$ cat src/rtl/add_seq_arb.sv
// add_seq_arb: multi-word add sequencer with a two-port round-robin arbiter.
// One 16-bit ripple-carry slice (sixteen) is time-shared. Each accepted request
// adds two 16*WORDS-bit operands LS slice first, one slice per clock, with the
// carry chained through a register.
//
// Parameters:
//   WORDS          16-bit slices per operation (1..16)
// Ports:
//   clk, rst_n     clock, asynchronous active-low reset
//   req0/1         requests (held until matching gnt)
//   a0/b0/a1/b1    operands (16*WORDS bits), cin0/1 carry-in
//   sub0/1         subtract select (only with ADDSEQ_SUB_EN defined)
//   gnt0/1         one-cycle acceptance pulse
//   busy           operation in progress
//   done, done_id  one-cycle completion pulse and owning requester
//   sum, cout      result and top-slice carry-out, held until next done
// Build option:
//   ADDSEQ_SUB_EN  enables subtraction (B inverted, carry-in forced to 1)

module sixteen (
   input  logic [15:0] a,
   input  logic [15:0] b,
   input  logic        cin,
   output logic [15:0] sum,
   output logic        cout
);
   logic c;

   always_comb begin
      c   = cin;
      sum = '0;
      for (int unsigned i = 0; i < 16; i++) begin
         sum[i] = a[i] ^ b[i] ^ c;
         c      = (a[i] & b[i]) | (c & (a[i] ^ b[i]));
      end
      cout = c;
   end
endmodule

module add_seq_arb #(
   parameter int WORDS = 4
) (
   input  logic                  clk,
   input  logic                  rst_n,
   input  logic                  req0,
   input  logic                  req1,
   input  logic [16*WORDS-1:0]   a0,
   input  logic [16*WORDS-1:0]   b0,
   input  logic [16*WORDS-1:0]   a1,
   input  logic [16*WORDS-1:0]   b1,
   input  logic                  cin0,
   input  logic                  cin1,
   input  logic                  sub0,
   input  logic                  sub1,
   output logic                  gnt0,
   output logic                  gnt1,
   output logic                  busy,
   output logic                  done,
   output logic                  done_id,
   output logic [16*WORDS-1:0]   sum,
   output logic                  cout
);
   localparam int W  = 16 * WORDS;
   localparam int KW = 4;

   localparam logic [1:0] S_IDLE = 2'd0;
   localparam logic [1:0] S_RUN  = 2'd1;
   localparam logic [1:0] S_DONE = 2'd2;

   logic [1:0]    state;
   logic [KW-1:0] k;
   logic [W-1:0]  op_a, op_b, acc, acc_next;
   logic          carry, owner, last_id;
   logic [15:0]   sl_a, sl_b, sl_sum;
   logic          sl_cout;
   logic          any_req, pick1, last_slice;
   logic [W-1:0]  b_in0, b_in1;
   logic          cin_eff0, cin_eff1;

`ifdef ADDSEQ_SUB_EN
   assign b_in0    = sub0 ? ~b0 : b0;
   assign b_in1    = sub1 ? ~b1 : b1;
   assign cin_eff0 = sub0 | cin0;
   assign cin_eff1 = sub1 | cin1;
`else
   logic unused_sub;
   assign unused_sub = sub0 ^ sub1;
   assign b_in0      = b0;
   assign b_in1      = b1;
   assign cin_eff0   = cin0;
   assign cin_eff1   = cin1;
`endif

   always_comb begin
      any_req    = req0 | req1;
      // requester 1 wins if alone, or if both request and 0 was granted last
      pick1      = req1 & (~req0 | ~last_id);
      last_slice = (k == KW'(WORDS - 1));
      sl_a       = '0;
      sl_b       = '0;
      for (int unsigned i = 0; i < WORDS; i++) begin
         if (k == KW'(i)) begin
            sl_a = op_a[i*16 +: 16];
            sl_b = op_b[i*16 +: 16];
         end
      end
   end

   always_comb begin
      acc_next = acc;
      for (int unsigned i = 0; i < WORDS; i++) begin
         if (k == KW'(i)) acc_next[i*16 +: 16] = sl_sum;
      end
   end

   // cin is loaded into the carry register at capture, so the k=0 slice
   // sees it through the same path as the inter-slice carry
   sixteen u_slice (
      .a    (sl_a),
      .b    (sl_b),
      .cin  (carry),
      .sum  (sl_sum),
      .cout (sl_cout)
   );

   always_ff @(posedge clk or negedge rst_n) begin
      if (!rst_n) begin
         state   <= S_IDLE;
         k       <= '0;
         op_a    <= '0;
         op_b    <= '0;
         acc     <= '0;
         carry   <= 1'b0;
         owner   <= 1'b0;
         last_id <= 1'b1;
         gnt0    <= 1'b0;
         gnt1    <= 1'b0;
         busy    <= 1'b0;
         done    <= 1'b0;
         done_id <= 1'b0;
         sum     <= '0;
         cout    <= 1'b0;
      end else begin
         gnt0 <= 1'b0;
         gnt1 <= 1'b0;
         done <= 1'b0;
         case (state)
            S_RUN: begin
               acc   <= acc_next;
               carry <= sl_cout;
               k     <= k + KW'(1);
               if (last_slice) begin
                  state   <= S_DONE;
                  k       <= '0;
                  busy    <= 1'b0;
                  done    <= 1'b1;
                  done_id <= owner;
                  sum     <= acc_next;
                  cout    <= sl_cout;
               end
            end
            default: begin
               if (any_req) begin
                  state   <= S_RUN;
                  k       <= '0;
                  busy    <= 1'b1;
                  owner   <= pick1;
                  last_id <= pick1;
                  gnt0    <= ~pick1;
                  gnt1    <= pick1;
                  op_a    <= pick1 ? a1 : a0;
                  op_b    <= pick1 ? b_in1 : b_in0;
                  carry   <= pick1 ? cin_eff1 : cin_eff0;
               end else begin
                  state <= S_IDLE;
               end
            end
         endcase
      end
   end
endmodule

$ cat config.mk
export PLATFORM = sky130hd
export DESIGN_NAME = add_seq_arb
export DESIGN_NICKNAME = d
export VERILOG_FILES = /design/src/rtl/add_seq_arb.sv
export SDC_FILE = /design/constraint.sdc
export NUM_CORES = 1
export LEC_CHECK = 0
export ABC_AREA = 1
export BUFFER_PORTS_ARGS = -buffer_cell sky130_fd_sc_hd__buf_2
export CORE_AREA = 2 2 126 221
export DETAILED_ROUTE_END_ITERATION = 6
export DIE_AREA = 0 0 128 223
export HOLD_SLACK_MARGIN = 0.1
export PLACE_DENSITY = 0.77
export SETUP_SLACK_MARGIN = 0.3
export SLEW_MARGIN = 20
export SYNTH_ARGS = -nofsm -noshare
export SYNTH_HDL_FRONTEND = slang
export SYNTH_HIERARCHICAL = 1
export SYNTH_SLANG_ARGS = --single-unit
$ cat constraint.sdc
create_clock -name clk -period 23.7 [get_ports clk]
set_input_delay 1.185 -clock clk [delete_from_list [all_inputs] [get_ports clk]]
set_output_delay 1.185 -clock clk [all_outputs]
set_load 0.01 [all_outputs]
==> out/qor.yml <==
dieArea_um2: 28500
rsz0062_at_grt: "false"
holdBufCountCts: 0
io_buffer_count: 331
ctsResizeCount: 0
fmax_ghz: 0.112
place_congestion: 0.844
syn_inst: 1814
finClkSkew_ns: 0.0275
syn-cell-area_um2: 13200
power_w: 0.00265
die_width_um: 128
synth_warnings: 6
postLayoutSetupSlackWorst_ns: 14.75
antenna_found_initial: 0
synth_top_area_frac: 0.480
critPathKind: "reg2reg"
crit_slowest_cell: "dfrtp_1"
ys_types: 24
grt_pass1_wl_mm: 62.5
cts_root_buf: "clkbuf_16"
start_kind: "flip-flop"
tightest_slew_ns: 0.966
final_cells: 2423
fin_crit_sh: 0.378
firstDrtPassIters: 7
drc: 0
synth_top_area_cell: "dfrtp_1"
cp.buffers_inverters: 8
dp_cells: 2379
drive_gt1_frac: 0.192
htreeDepth: 1
final_cell_mix: "865 x nand2_1, 330 x buf_2, 325 x nand3_1"
viasPerCell: 5.25
p_per_area_nw_per_um2: 167
ys_seq_area_frac: 0.482
drv_cap: 0
ys_ff_latch: 255
endpoint_kind: "flip-flop"
clock_sinks: 255
coreArea_um2: 26800
p_leak_nw: 8.92
ctsLongestPathBuffers: 3
ys_top_cells_by_area: "dfrtp_1 48%, nand2_1 25%, nand3_1 12%"
arrival_ns: 9.41
grt_max_degree: 106
synth_nets: 2098
critical_path.max_fanout: 33
clock_latency_ns: 0.54
hpwl_mm: 28.4
post-cts-setup-buffers: 0
slew_headroom: 0.355
layout.nets: 2361
worst_ir_drop_vdd_uv: 89.3
fp.dieH_um: 223
wire_per_inst_um: 16.3
numCtsBuffers: 24
crit_path_frequent_cell: "fa_1"
status: "completed"
pre_cts_slack_ns: 14.77
drtIter0Drc: 1160
syn_area_per_cell_um2: 7.29
vias: 12700
cts_tree: "yes"
cts.clk_slew.worst_paths_ns: 0.07
final.setup.tns_ns: 0
grt-ovfl-total: 0
cp.required_ns: 24.17
finalHoldViolations: 0
syn2layout_area_growth_pct: 19.7
fill_cells: 2480
start_util: 0.493
grt_pass1_vias: 12400
crit_path_max_incr_delay_ns: 0.44
rows: 80
track_usage: 0.276
drv_slew: 0
ant_nets: 0
fin_crit_ns: 8.95
cp_top_family: "adder cells"
hp-class: "reg2reg"
final_common_cell: "nand2_1"
ios: 334
drt-total-wl_mm: 39.4
insertedDiodeCount: 0
setup_violations: 0
## state kept, by name, indices dropped and copies added, names as in the netlist, 2 cells and up
| register | flops |
|---|---|
| state | 2 |
| k | 4 |
| sum | 64 |
| op_a | 64 |
| op_b | 64 |
| acc | 48 |
## through the flow
step	hold slack [ns]	utilization	instance area (µm²)
finish	0.469	0.590	15800
global route	0.492	0.590	15800
CTS	0.472	0.590	15800
detailed placement	0.458	0.557	14900
global placement	0.449	0.557	14900
floorplan	0.443	-	13200
## cell type report
cell class | count | area (µm²) | share of cell area
Clock inverter | 15 | 249 | 0.0157
Tap cell | 328 | 410 | 0.0259
Sequential cell | 255 | 6380 | 0.403
Multi-Input combinational cell | 1299 | 5800 | 0.366
Timing Repair Buffer | 346 | 1780 | 0.113
Inverter | 151 | 568 | 0.0359
Clock buffer | 29 | 649 | 0.0410
## metal layers
metal | GRT usage | up-vias | routed length (µm)
li1 | - | 6132 | -
met1 | 0.330 | 5914 | 14600
met2 | 0.487 | 550 | 20300
met3 | 0.0204 | 127 | 2100
met4 | 0.153 | 0 | 2410
met5 | 0 | - | 0
## kinds of logic after synthesis
family | count (synthesis) | share of synthesized area
and+or+nand+nor | 1269 | 0.403
adders and majority gates | 20 | 0.0280
DFF | 255 | 0.482
buffers and inverters | 260 | 0.0821
xor gates and xnor gates | 1 | 0.000662
AOI/OAI and AO/OA | 9 | 0.00388
## cell usage after synthesis
master / n
buf_2: 40
nor2_2: 1
dfrtp_1: 254
o21ai_0: 7
fa_1: 16
ha_1: 4
clkbuf_1: 45
inv_1: 149
nor2_8: 1
inv_2: 2
nand4_1: 1
nor2_4: 1
xnor2_1: 1
nor2_1: 38
dfstp_2: 1
nand3_1: 325
nand2_2: 3
o21bai_1: 1
nand3b_1: 32
buf_4: 16
nand2_4: 1
nand2_1: 866
o21ai_2: 1
buf_1: 8
## worst paths after layout
path,slack [ns],depth (start not counted),startpoint,end
worst max-delay path,14.75,32,k[0],sum[31]
worst min-delay path,0.47,2,sum[56],sum[56]
worst max register to register,14.75,32,k[0],sum[31]
worst min register to register,0.47,2,sum[56],sum[56]
max in group asynchronous,21.59,2,rst_n,op_a[13]
min in group asynchronous,0.66,1,rst_n,gnt0
## worst reg2reg max path, delay by kind of cell (launching register included)
kind                     cells  cell delay (ns)
AND/OR/NAND/NOR              7             0.96
flip-flops                   1             0.44
adder cells (fa/ha/maj)     17             6.30
buffers and inverters        8             1.18
## where the power goes
group / internal, W / total (W) / switching (W)
sequential: 0.000659 / 0.000794 / 0.000135
clock: 0.000263 / 0.000436 / 0.000173
combinational: 0.000448 / 0.00142 / 0.000974
No activity file was read; power rests on OpenSTA's default activity.
